==> src/rtl/hamming_tx_serializer.sv <==
// -----------------------------------------------------------------------------
// hamming_tx_serializer
//
// Transmit stage for the Hamming(7,4) link. A 4-bit nibble is taken over a
// valid/ready handshake and encoded into a 7-bit codeword with even or odd
// parity. The codeword is then shifted out LSB first, one bit per cycle, with
// start/end-of-frame strobes. An optional run of idle cycles follows each
// codeword before another word can be accepted.
//
// Codeword layout x[6:0] = {d3, d2, d1, p4, d0, p2, p1}. This is bit-compatible
// with the team's Hamming(7,4) decoder.
//
// Parameters
//   GAP_CYCLES  idle cycles after each codeword (0..15). With 0, a new word
//               can be accepted during the last bit, so words go out back to
//               back with no bubble.
//
// Ports
//   clk         rising-edge clock
//   rst         synchronous active-high reset
//   select      parity polarity, 0 = even, 1 = odd (sampled at acceptance)
//   in_valid    in_data is valid
//   in_data     data nibble d[3:0]
//   in_ready    a word can be accepted this cycle
//   tx_bit      serial codeword bit
//   tx_valid    tx_bit is valid
//   tx_sof      high with bit 0 of each codeword
//   tx_eof      high with bit 6 of each codeword
//   cw_out      most recently accepted codeword
//   word_count  completed codewords, wraps 0xFFFF -> 0
// -----------------------------------------------------------------------------
module hamming_tx_serializer #(
    parameter int unsigned GAP_CYCLES = 0
) (
    input  logic        clk,
    input  logic        rst,
    input  logic        select,
    input  logic        in_valid,
    input  logic [3:0]  in_data,
    output logic        in_ready,
    output logic        tx_bit,
    output logic        tx_valid,
    output logic        tx_sof,
    output logic        tx_eof,
    output logic [6:0]  cw_out,
    output logic [15:0] word_count
);

    typedef enum logic [1:0] {
        IDLE  = 2'd0,
        SHIFT = 2'd1,
        GAP   = 2'd2
    } state_t;

    // Last value of the gap counter before returning to IDLE. Only meaningful
    // when GAP_CYCLES > 0; the GAP state is unreachable otherwise.
    localparam logic [3:0] GAP_LAST = (GAP_CYCLES == 0) ? 4'd0 : 4'(GAP_CYCLES - 1);

    state_t      state_reg, state_next;
    logic [6:0]  sr_reg, sr_next;
    logic [2:0]  bit_cnt_reg, bit_cnt_next;
    logic [3:0]  gap_cnt_reg, gap_cnt_next;
    logic [6:0]  cw_reg, cw_next;
    logic [15:0] word_count_reg, word_count_next;

    logic [6:0]  cw_new;

    // Odd parity inverts every parity bit so each syndrome group XORs to 1.
    always_comb begin
        cw_new    = '0;
        cw_new[2] = in_data[0];
        cw_new[4] = in_data[1];
        cw_new[5] = in_data[2];
        cw_new[6] = in_data[3];
        cw_new[0] = in_data[0] ^ in_data[1] ^ in_data[3] ^ select;
        cw_new[1] = in_data[0] ^ in_data[2] ^ in_data[3] ^ select;
        cw_new[3] = in_data[1] ^ in_data[2] ^ in_data[3] ^ select;
    end

    always_ff @(posedge clk) begin
        if (rst) begin
            state_reg      <= IDLE;
            sr_reg         <= '0;
            bit_cnt_reg    <= '0;
            gap_cnt_reg    <= '0;
            cw_reg         <= '0;
            word_count_reg <= '0;
        end else begin
            state_reg      <= state_next;
            sr_reg         <= sr_next;
            bit_cnt_reg    <= bit_cnt_next;
            gap_cnt_reg    <= gap_cnt_next;
            cw_reg         <= cw_next;
            word_count_reg <= word_count_next;
        end
    end

    always_comb begin
        state_next      = state_reg;
        sr_next         = sr_reg;
        bit_cnt_next    = bit_cnt_reg;
        gap_cnt_next    = gap_cnt_reg;
        cw_next         = cw_reg;
        word_count_next = word_count_reg;
        in_ready        = 1'b0;
        tx_valid        = 1'b0;
        tx_bit          = 1'b0;
        tx_sof          = 1'b0;
        tx_eof          = 1'b0;

        case (state_reg)
            IDLE: begin
                in_ready = 1'b1;
                if (in_valid) begin
                    sr_next      = cw_new;
                    cw_next      = cw_new;
                    bit_cnt_next = '0;
                    state_next   = SHIFT;
                end
            end

            SHIFT: begin
                tx_valid     = 1'b1;
                tx_bit       = sr_reg[0];
                tx_sof       = (bit_cnt_reg == 3'd0);
                tx_eof       = (bit_cnt_reg == 3'd6);
                sr_next      = {1'b0, sr_reg[6:1]};
                bit_cnt_next = bit_cnt_reg + 3'd1;
                if (bit_cnt_reg == 3'd6) begin
                    word_count_next = word_count_reg + 16'd1;
                    bit_cnt_next    = '0;
                    if (GAP_CYCLES > 0) begin
                        gap_cnt_next = '0;
                        state_next   = GAP;
                    end else begin
                        // Accepting during the eof cycle keeps the line busy
                        // with no idle bubble between codewords.
                        in_ready = 1'b1;
                        if (in_valid) begin
                            sr_next    = cw_new;
                            cw_next    = cw_new;
                            state_next = SHIFT;
                        end else begin
                            state_next = IDLE;
                        end
                    end
                end
            end

            GAP: begin
                gap_cnt_next = gap_cnt_reg + 4'd1;
                if (gap_cnt_reg == GAP_LAST) begin
                    gap_cnt_next = '0;
                    state_next   = IDLE;
                end
            end

            default: begin
                state_next = IDLE;
            end
        endcase
    end

    assign cw_out     = cw_reg;
    assign word_count = word_count_reg;

endmodule

==> config.mk <==
export PLATFORM = sky130hd
export DESIGN_NAME = hamming_tx_serializer
export DESIGN_NICKNAME = d
export VERILOG_FILES = /design/src/rtl/hamming_tx_serializer.sv
export SDC_FILE = /design/constraint.sdc
export NUM_CORES = 1
export LEC_CHECK = 0
export ABC_AREA = 1
export BUFFER_PORTS_ARGS = -buffer_cell sky130_fd_sc_hd__buf_2
export CELL_PAD_IN_SITES_DETAIL_PLACEMENT = 1
export CELL_PAD_IN_SITES_GLOBAL_PLACEMENT = 2
export CORE_ASPECT_RATIO = 1.1
export CORE_MARGIN = 2
export CORE_UTILIZATION = 32
export DETAILED_ROUTE_END_ITERATION = 6
export PLACE_DENSITY = 0.86
export REMOVE_ABC_BUFFERS = 1
export SLEW_MARGIN = 10
export SYNTH_ARGS = -nofsm -noshare
export SYNTH_HDL_FRONTEND = slang
export SYNTH_SLANG_ARGS = --single-unit
export TNS_END_PERCENT = 5
==> constraint.sdc <==
create_clock -name clk -period 2.6 [get_ports clk]
set_clock_uncertainty 0.05 [all_clocks]
set_input_delay 0 -clock clk [delete_from_list [all_inputs] [get_ports clk]]
set_output_delay 0 -clock clk [all_outputs]
set_load 0.03 [all_outputs]
==> impl_metrics.env, run 1 <==
export IMPL_synth_seq_cells=34
export IMPL_finalSetupTns_ps=0
export IMPL_critical_path_peak_fanout=12
export IMPL_grt_total_usage=0.146
export IMPL_cts_buffers=5
export IMPL_cp_data_arrival_time_ps=1800
export IMPL_maxSlewViolCount=0
export IMPL_tritoncts="done"
export IMPL_drtIter0Drc=39
export IMPL_antenna_cells=0
export IMPL_syn_inst=230
export IMPL_worst_skew_pair_late_latency_ps=290
export IMPL_fraction_of_final_layout_cells_sized_beyond_drive_strength_1=0.220
export IMPL_post_synth_top_area_fraction=0.405
export IMPL_grt_first_pass_wirelength_mm=6.70
export IMPL_post_synth_cell_area_avg_um2=7.31
export IMPL_h_tree_depth=2
export IMPL_crit_path_cell_trace="nand4_4, nor3_4, nand2_2, nand2_1, nand2_1, nor2_1"
export IMPL_max_slew_margin_rel=0.669
export IMPL_fin_nets=277
export IMPL_worst_slew_pin_transition_ps=496
export IMPL_most_used_cells_in_the_layout_excluding_fill_and_tap_cells="51 x sky130_fd_sc_hd__nand2_1, 35 x sky130_fd_sc_hd__buf_2, 34 x sky130_fd_sc_hd__dfxtp_1"
export IMPL_crit_path_start_kind="flip-flop"
export IMPL_floorplan_die_area_um2=5850
export IMPL_drc=0
export IMPL_rows=27
export IMPL_area_growth_syn_to_layout_pct=19.5
export IMPL_gpl_final_weighted_congestion=0.770
export IMPL_synth_warnings=0
export IMPL_floorplan_initialDensity=0.334
export IMPL_largest_reg_flops=16
export IMPL_finalSetupViolCount=0
export IMPL_vdd_drop_max_v=0.000354
export IMPL_hold_viol_final=0
export IMPL_placement_io_buffers=35
export IMPL_synth_seq_area_share=0.405
export IMPL_clockBufferDepth=2
export IMPL_timing_critical_path_mode_cell="sky130_fd_sc_hd__nand2_1"
export IMPL_cp_slowest_cell="sky130_fd_sc_hd__dfxtp_1"
export IMPL_initial_antenna_violation_count=0
export IMPL_period_minus_slack_ps=1630
export IMPL_detail_route_vias_per_cell=4.84
export IMPL_drv_cap=0
export IMPL_clk_pin_slew_worst_paths_ps=70
export IMPL_fin_hold_ws_ps=14.3
export IMPL_ratio_of_total_power_to_cell_area_nw_per_um2=533
export IMPL_cts_root_buf="sky130_fd_sc_hd__clkbuf_8"
export IMPL_post_route_period_util=0.626
export IMPL_worstSetupEndpointType="flip-flop"
export IMPL_detail_route_first_pass_iterations=3
export IMPL_grt_start_max_net_pins=20
export IMPL_synthTopCellsByArea="sky130_fd_sc_hd__dfxtp_1 40%, sky130_fd_sc_hd__nand2_1 11%, sky130_fd_sc_hd__a21oi_1 6.3%, sky130_fd_sc_hd__inv_1 5.4%, sky130_fd_sc_hd__nand3_1 4.8%"
export IMPL_rsz0062_at_grt="false"
export IMPL_vias_in_the_first_global_route=1539
export IMPL_worstHoldPathType="in2reg"
export IMPL_power_mw=1.07
export IMPL_post_synth_num_cell_types=30
export IMPL_placeableCoreArea_um2=5030
export IMPL_leakage_nw=0.967
export IMPL_most_common_library_cell_in_the_layout_ignoring_fill_and_taps="sky130_fd_sc_hd__nand2_1"
export IMPL_dr_total_vias=1579
export IMPL_cp_data_required_time_ps=2770
export IMPL_fillers=662
export IMPL_detail_route_antenna_nets=0
export IMPL_routed_wire_length_per_instance_um=12.0
export IMPL_run_status="complete, no violations"
export IMPL_number_of_clock_sinks=34
export IMPL_path_class="reg2reg"
export IMPL_dp_hpwl_mm=2.90
export IMPL_fmax_mhz=615
export IMPL_fp_dieW_um=73.1
export IMPL_synth_largest_area_cell="sky130_fd_sc_hd__dfxtp_1"
export IMPL_crit_path_max_incr_delay_ps=630
export IMPL_routed_wirelength_mm=3.91
export IMPL_grt_ovfl_total=0
export IMPL_synthesis_area_um2=1680
export IMPL_die_height_um=80.0
export IMPL_post_cts_repair_setup_buffers=0
export IMPL_ioPinCount=36
cells in the mapped netlist, drive strengths merged:
library cell / number
xor2: 7
a21oi: 21
buf: 3
xnor2: 4
nand4: 4
a221oi: 1
o21ai: 14
nor2: 23
o21bai: 1
clkbuf: 5
dfxtp: 34
nor3: 4
inv: 27
and3: 1
o21a: 3
nand3: 18
o211a: 3
nand2: 56
ha: 1
worst max-delay path, delay by kind of cell, from the launching register on:
kind	cells	cell delay, ps
DFF	1	630
and+or+nand+nor	6	880
area by class of cell:
class,instances,area (um^2),area share
clock buffers,5,68.8,0.0342
inverters,27,101,0.0504
well taps,58,72.6,0.0361
multi-input cells,161,861,0.428
repair buffers,39,215,0.107
clock inverters,2,10.0,0.00498
flip-flops and latches,34,681,0.339
metrics by stage:
step           instance area (um^2)  utilization  cells  setup WS [ps]
2_1_floorplan                  1640            -    222            944
6_report                       2010        0.399    326            973
5_1_grt                        2010        0.399    326            788
3_5_place_dp                   1890        0.376    315            949
4_1_cts                        2010        0.399    326            941
3_3_place_gp                   1890        0.376    315            969
logic make-up (layout without fill, tap and decap cells):
group / after synthesis / after routing / synth area share
simple gates: 106 / 106 / 0.300
compound gates: 43 / 43 / 0.147
buf+inv: 35 / 73 / 0.0833
flops: 34 / 34 / 0.405
xor+xnor: 11 / 11 / 0.0573
fa+ha+maj: 1 / 1 / 0.00744
power breakdown:
part           internal, mW  switching (mW)
clock network         0.180           0.191
registers             0.542          0.0149
logic                0.0484          0.0950
repair_timing:
item / in CTS / in global routing
hold buffers: 4 / 0
hold endpoints to repair: 5 / 0
resized for setup: 0 / 0
final timing paths:
kind	startpoint	endpoint	slack, ps	depth (start not counted)
worst max-delay path	state_reg[0]	word_count[10]	970	6
worst min-delay path	in_data[1]	cw_out[4]	10	3
worst max register to register	state_reg[0]	word_count[10]	970	6
worst min register to register	sr_reg[3]	sr_reg[3]	420	2
per-layer routing:
metal / part of all wire / vias up / GRT usage
met4: 0.012 / 0 / 0.0444
met2: 0.47 / 31 / 0.238
met1: 0.47 / 727 / 0.183
met3: 0.045 / 6 / 0.0442
li1: - / 815 / -
met5: 0 / - / 0
No activity file was read; power rests on OpenSTA's default activity.
==> run 2, diff against run 1 <==
Settings changed: CORE_UTILIZATION 32 to 27, PLACE_DENSITY 0.86 to 0.78.
Clock period 2.6 ns to 1.4 ns, I/O delays scaled along.
==> run 2 against run 1 <==
Final cell count up 14%. Non-clock buffer count up 22. The flow now finishes with violations (setup timing). Routed wire length up 12%. Count of clock-buffer cells in the layout up 2.
==> impl_metrics.env, run 2 (synthesis results as in run 1) <==
export IMPL_gpl_final_weighted_congestion=0.725
export IMPL_clockBufferDepth=2
export IMPL_most_used_cells_in_the_layout_excluding_fill_and_tap_cells="51 x sky130_fd_sc_hd__nand2_1, 34 x sky130_fd_sc_hd__buf_2, 28 x sky130_fd_sc_hd__dfxtp_1"
export IMPL_routed_wirelength_mm=4.39
export IMPL_final_core_density=0.372
export IMPL_instances_no_fill=371
export IMPL_tritoncts="done"
export IMPL_hold_depth=3
export IMPL_critical_path_peak_fanout=7
export IMPL_fp_dieW_um=79.2
export IMPL_worst_slack_ps=-3.02
export IMPL_grt_first_pass_wirelength_mm=7.56
export IMPL_hold_path_end="sr_reg[3]"
export IMPL_run_status="complete, but fails checks"
export IMPL_drtIter0Drc=38
export IMPL_reg2reg_to="word_count[6]"
export IMPL_floorplan_die_area_um2=6880
export IMPL_routed_wire_length_per_instance_um=11.8
export IMPL_ratio_of_total_power_to_cell_area_nw_per_um2=928
export IMPL_max_slew_margin_rel=0.639
export IMPL_number_of_placed_instances_with_taps_included=353
export IMPL_post_route_period_util=1.00
export IMPL_drv_cap=0
export IMPL_finalSetupTns_ps=-3.02
export IMPL_worst_skew_pair_late_latency_ps=290
export IMPL_die_height_um=86.8
export IMPL_grt_start_max_net_pins=19
export IMPL_dp_hpwl_mm=3.21
export IMPL_cp_data_arrival_time_ps=1580
export IMPL_h_tree_depth=2
export IMPL_dr_total_vias=1683
export IMPL_cts_buffers=5
export IMPL_finalSetupViolCount=1
export IMPL_worstSetupEndpointType="flip-flop"
export IMPL_path_class="reg2reg"
export IMPL_fillers=783
export IMPL_drc=0
export IMPL_worstHoldPathType="in2reg"
export IMPL_worst_slew_pin_transition_ps=541
export IMPL_grt_ovfl_total=0
export IMPL_cts_root_buf="sky130_fd_sc_hd__clkbuf_8"
export IMPL_detail_route_first_pass_iterations=3
export IMPL_post_route_cell_area_um2=2260
export IMPL_placement_setup_worst_slack_ps=-41.8
export IMPL_r2r_slack_ps=-3
export IMPL_detail_route_vias_per_cell=4.54
export IMPL_rr_startpoint="word_count[1]"
export IMPL_maxSlewViolCount=0
export IMPL_placeableCoreArea_um2=6080
export IMPL_cp_data_required_time_ps=1570
export IMPL_hold_viol_final=0
export IMPL_floorplan_initialDensity=0.277
export IMPL_post_dp_cell_area_um2=2040
export IMPL_fraction_of_final_layout_cells_sized_beyond_drive_strength_1=0.309
export IMPL_vias_in_the_first_global_route=1676
export IMPL_area_growth_syn_to_layout_pct=34.4
export IMPL_violations="setup timing"
export IMPL_placement_io_buffers=35
export IMPL_clk_pin_slew_worst_paths_ps=70
export IMPL_number_of_clock_sinks=34
export IMPL_fin_nets=299
export IMPL_r2r_worst_path_cells=6
export IMPL_leakage_nw=1.10
export IMPL_rsz0062_at_grt="true"
export IMPL_crit_path_start_kind="flip-flop"
export IMPL_antenna_cells=0
export IMPL_ioPinCount=36
export IMPL_largest_reg_flops=16
export IMPL_period_minus_slack_ps=1400
export IMPL_rows=30
export IMPL_detail_route_antenna_nets=0
export IMPL_fmax_mhz=713
export IMPL_most_common_library_cell_in_the_layout_ignoring_fill_and_taps="sky130_fd_sc_hd__nand2_1"
export IMPL_initial_antenna_violation_count=0
export IMPL_vdd_drop_max_v=0.000438
export IMPL_grt_total_usage=0.141
export IMPL_origin_of_the_worst_min_delay_path="rst"
==> run 2: changes by cell type in the layout (fill, tap and decap cells not counted), sizes merged <==
cell	before	now
buf	35	56
dlygate4sd3	4	5
clkbuf	5	7
clkinv	2	1
==> run 2: metal layers <==
layer  GRT usage  share of wire  up-vias
li1            -              -      860
met1       0.168           0.45      787
met2       0.245           0.50       30
met3      0.0292          0.035        6
met4      0.0611          0.016        0
met5           0              0        -
==> run 2: area by class of cell <==
class                   instances  area (um^2)  area share
flip-flops and latches         34          691       0.305
clock buffers                   7         86.3      0.0382
repair buffers                 61          389       0.172
clock inverters                 1         5.00     0.00221
multi-input cells             161          886       0.392
inverters                      27          104      0.0459
well taps                      80          100      0.0443
==> run 2: repair_timing <==
action,CTS,global route
setup buffers,1,4
setup endpoints to repair,5,11
gates resized for setup,5,11
pin swaps,1,6
hold buffers,5,0
hold endpoints to repair,6,0
==> run 2: per-stage QoR <==
step	total power [mW]	hold WS, ps
after floorplan	1.23	19.1
after global placement	1.33	274
after detailed placement	1.34	282
after CTS	2.13	99.5
after global routing	2.21	136
final	2.10	102
==> run 2: how the worst max path moves through the flow <==
stage | cells after the start | slack, ps | from | endpoint
floorplan | 4 | -260 | state_reg[0] | word_count[2]
global placement | 6 | 9 | word_count[0] | word_count[14]
detailed placement | 6 | -40 | word_count[0] | word_count[14]
CTS | 7 | 1 | bit_cnt_reg[0] | word_count[10]
global route | 6 | -110 | word_count[0] | word_count[6]
finish | 6 | -3 | word_count[1] | word_count[6]
==> run 2: report_power, final <==
part           switching [mW]  total, mW  internal [mW]
sequential             0.0226       1.03           1.00
clock                   0.373      0.770          0.397
combinational           0.188      0.302          0.114
==> run 2: worst max-delay path: stages, from the launching register on <==
cell and delay, ps:
sky130_fd_sc_hd__dfxtp_2 330, sky130_fd_sc_hd__ha_2 200, sky130_fd_sc_hd__nand3_4 100, sky130_fd_sc_hd__nor3_4 310, sky130_fd_sc_hd__buf_4 170, sky130_fd_sc_hd__o21ai_1 50
sky130_fd_sc_hd__a21oi_1 130
==> run 3, diff against run 2 <==
Settings changed: SETUP_SLACK_MARGIN set to 0.15.
==> run 3 against run 2 <==
The flow now finishes without violations. Global-route usage grew 0.44 points. Critical path depth is the same. Via count grew 2.3%. Count of clock-buffer cells in the layout is the same. Combinational power grew 3%. Critical endpoint is now tx_eof. Highest routed layer unchanged.
==> impl_metrics.env, run 3 (synthesis results as in run 1) <==
export IMPL_run_status="complete, no violations"
export IMPL_leakage_nw=1.15
export IMPL_floorplan_initialDensity=0.277
export IMPL_dp_hpwl_mm=3.21
export IMPL_worst_skew_pair_late_latency_ps=290
export IMPL_worst_slew_pin_transition_ps=524
export IMPL_max_slew_margin_rel=0.650
export IMPL_cts_root_buf="sky130_fd_sc_hd__clkbuf_8"
export IMPL_fin_hold_ws_ps=105
export IMPL_die_height_um=86.8
export IMPL_drv_cap=0
export IMPL_p_int_mw=1.52
export IMPL_post_route_period_util=0.985
export IMPL_hold_viol_final=0
export IMPL_fraction_of_final_layout_cells_sized_beyond_drive_strength_1=0.349
export IMPL_worstHoldPathType="in2reg"
export IMPL_period_minus_slack_ps=1380
export IMPL_drc=0
export IMPL_grt_start_max_net_pins=19
export IMPL_grt_ovfl_total=0
export IMPL_crit_path_start_kind="flip-flop"
export IMPL_routed_wirelength_mm=4.65
export IMPL_worstSetupEndpointType="output port"
export IMPL_dr_total_vias=1721
export IMPL_finalSetupViolCount=0
export IMPL_worst_slack_ps=20.8
export IMPL_number_of_clock_sinks=34
export IMPL_detail_route_first_pass_iterations=4
export IMPL_post_route_cell_area_um2=2390
export IMPL_gpl_final_weighted_congestion=0.725
export IMPL_ratio_of_total_power_to_cell_area_nw_per_um2=882
export IMPL_detail_route_antenna_nets=0
export IMPL_routed_wire_length_per_instance_um=12.4
export IMPL_most_used_cells_in_the_layout_excluding_fill_and_tap_cells="48 x sky130_fd_sc_hd__nand2_1, 33 x sky130_fd_sc_hd__buf_2, 26 x sky130_fd_sc_hd__dfxtp_1"
export IMPL_clockBufferDepth=2
export IMPL_cts_buffers=5
export IMPL_drtIter0Drc=31
export IMPL_cp_data_arrival_time_ps=1330
export IMPL_post_dp_cell_area_um2=2040
export IMPL_placeableCoreArea_um2=6080
export IMPL_antenna_cells=0
export IMPL_fin_nets=303
export IMPL_most_common_library_cell_in_the_layout_ignoring_fill_and_taps="sky130_fd_sc_hd__nand2_1"
export IMPL_grt_first_pass_wirelength_mm=7.77
export IMPL_floorplan_die_area_um2=6880
export IMPL_rsz0062_at_grt="true"
export IMPL_rows=30
export IMPL_net_switching_mw=0.588
export IMPL_h_tree_depth=2
export IMPL_area_growth_syn_to_layout_pct=42.0
export IMPL_fp_dieW_um=79.2
export IMPL_final_core_density=0.393
export IMPL_tritoncts="done"
export IMPL_maxSlewViolCount=0
export IMPL_clk_pin_slew_worst_paths_ps=70
export IMPL_vdd_drop_max_v=0.000441
export IMPL_switch_share=0.279
export IMPL_fillers=775
export IMPL_placement_io_buffers=35
export IMPL_critical_path_peak_fanout=5
export IMPL_vias_in_the_first_global_route=1710
export IMPL_detail_route_vias_per_cell=4.59
export IMPL_path_class="reg2out"
export IMPL_power_mw=2.11
export IMPL_grt_total_usage=0.145
export IMPL_seq_power_share=0.487
export IMPL_clkPwrFrac=0.366
export IMPL_cp_data_required_time_ps=1350
export IMPL_power_combinational_fraction=0.147
export IMPL_ioPinCount=36
export IMPL_initial_antenna_violation_count=0
export IMPL_fmax_mhz=725
export IMPL_largest_reg_flops=16
export IMPL_placement_setup_worst_slack_ps=-41.8
==> run 3: changes by cell type in the layout (fill, tap and decap cells not counted), moves of 3 or more <==
cell / previous run / this run
sky130_fd_sc_hd__nand2_1: 51 / 48
sky130_fd_sc_hd__nand2_4: 0 / 3
sky130_fd_sc_hd__buf_6: 1 / 8
sky130_fd_sc_hd__buf_4: 21 / 17
==> run 3: metal layers <==
layer  track usage  share of wire  routed length, um  vias to the layer above
li1              -              -                  -                      869
met5             0              0                  0                        -
met2         0.253           0.50               2350                       31
met3        0.0292          0.035                162                        9
met4        0.0658          0.020                 95                        0
met1         0.172           0.44               2040                      812
==> run 3: worst paths after layout <==
check,depth (start not counted),to,from,slack [ps]
worst min-delay path,3,sr_reg[3],rst,100
worst max-delay path,6,tx_eof,bit_cnt_reg[0],20
worst min register to register,2,sr_reg[3],sr_reg[3],410
worst max register to register,7,word_count[9],bit_cnt_reg[0],60
==> run 3: worst max-delay path, cell delays in order (launching register included) <==
cell and delay, ps:
sky130_fd_sc_hd__dfxtp_2 340, sky130_fd_sc_hd__inv_4 80, sky130_fd_sc_hd__nand4_4 130, sky130_fd_sc_hd__buf_4 170, sky130_fd_sc_hd__buf_6 120, sky130_fd_sc_hd__inv_2 70, sky130_fd_sc_hd__buf_6 130
==> run 3: layout make-up <==
type	instances	area (um^2)	share of cell area
inverters	27	111	0.0466
well taps	80	100	0.0419
repair buffers	64	448	0.188
clock inverters	1	5.00	0.00210
clock buffers	7	86.3	0.0361
multi-input cells	162	940	0.393
flip-flops and latches	34	698	0.292
==> run 3: power groups by stage <==
stage | registers [mW] | logic, mW | clock network [mW]
floorplan | 1.09 | 0.140 | 0
global placement | 1.05 | 0.286 | 0
detailed placement | 1.05 | 0.288 | 0
CTS | 1.03 | 0.303 | 0.804
global route | 1.03 | 0.349 | 0.848
finish | 1.03 | 0.311 | 0.771
==> run 3: repair_timing <==
action / CTS / global route
hold buffers: 5 / 0
setup buffers: 6 / 2
resized for setup: 13 / 34
setup endpoints to repair: 31 / 33
gates cloned: 1 / 0
hold endpoints to repair: 6 / 0
pin swaps: 7 / 19
==> run 3: per-stage QoR <==
stage	setup TNS [ps]	std cells
2_1_floorplan	-4610	222
3_3_place_gp	0	353
3_5_place_dp	-154	353
4_1_cts	0	373
5_1_grt	-273	375
6_report	0	375
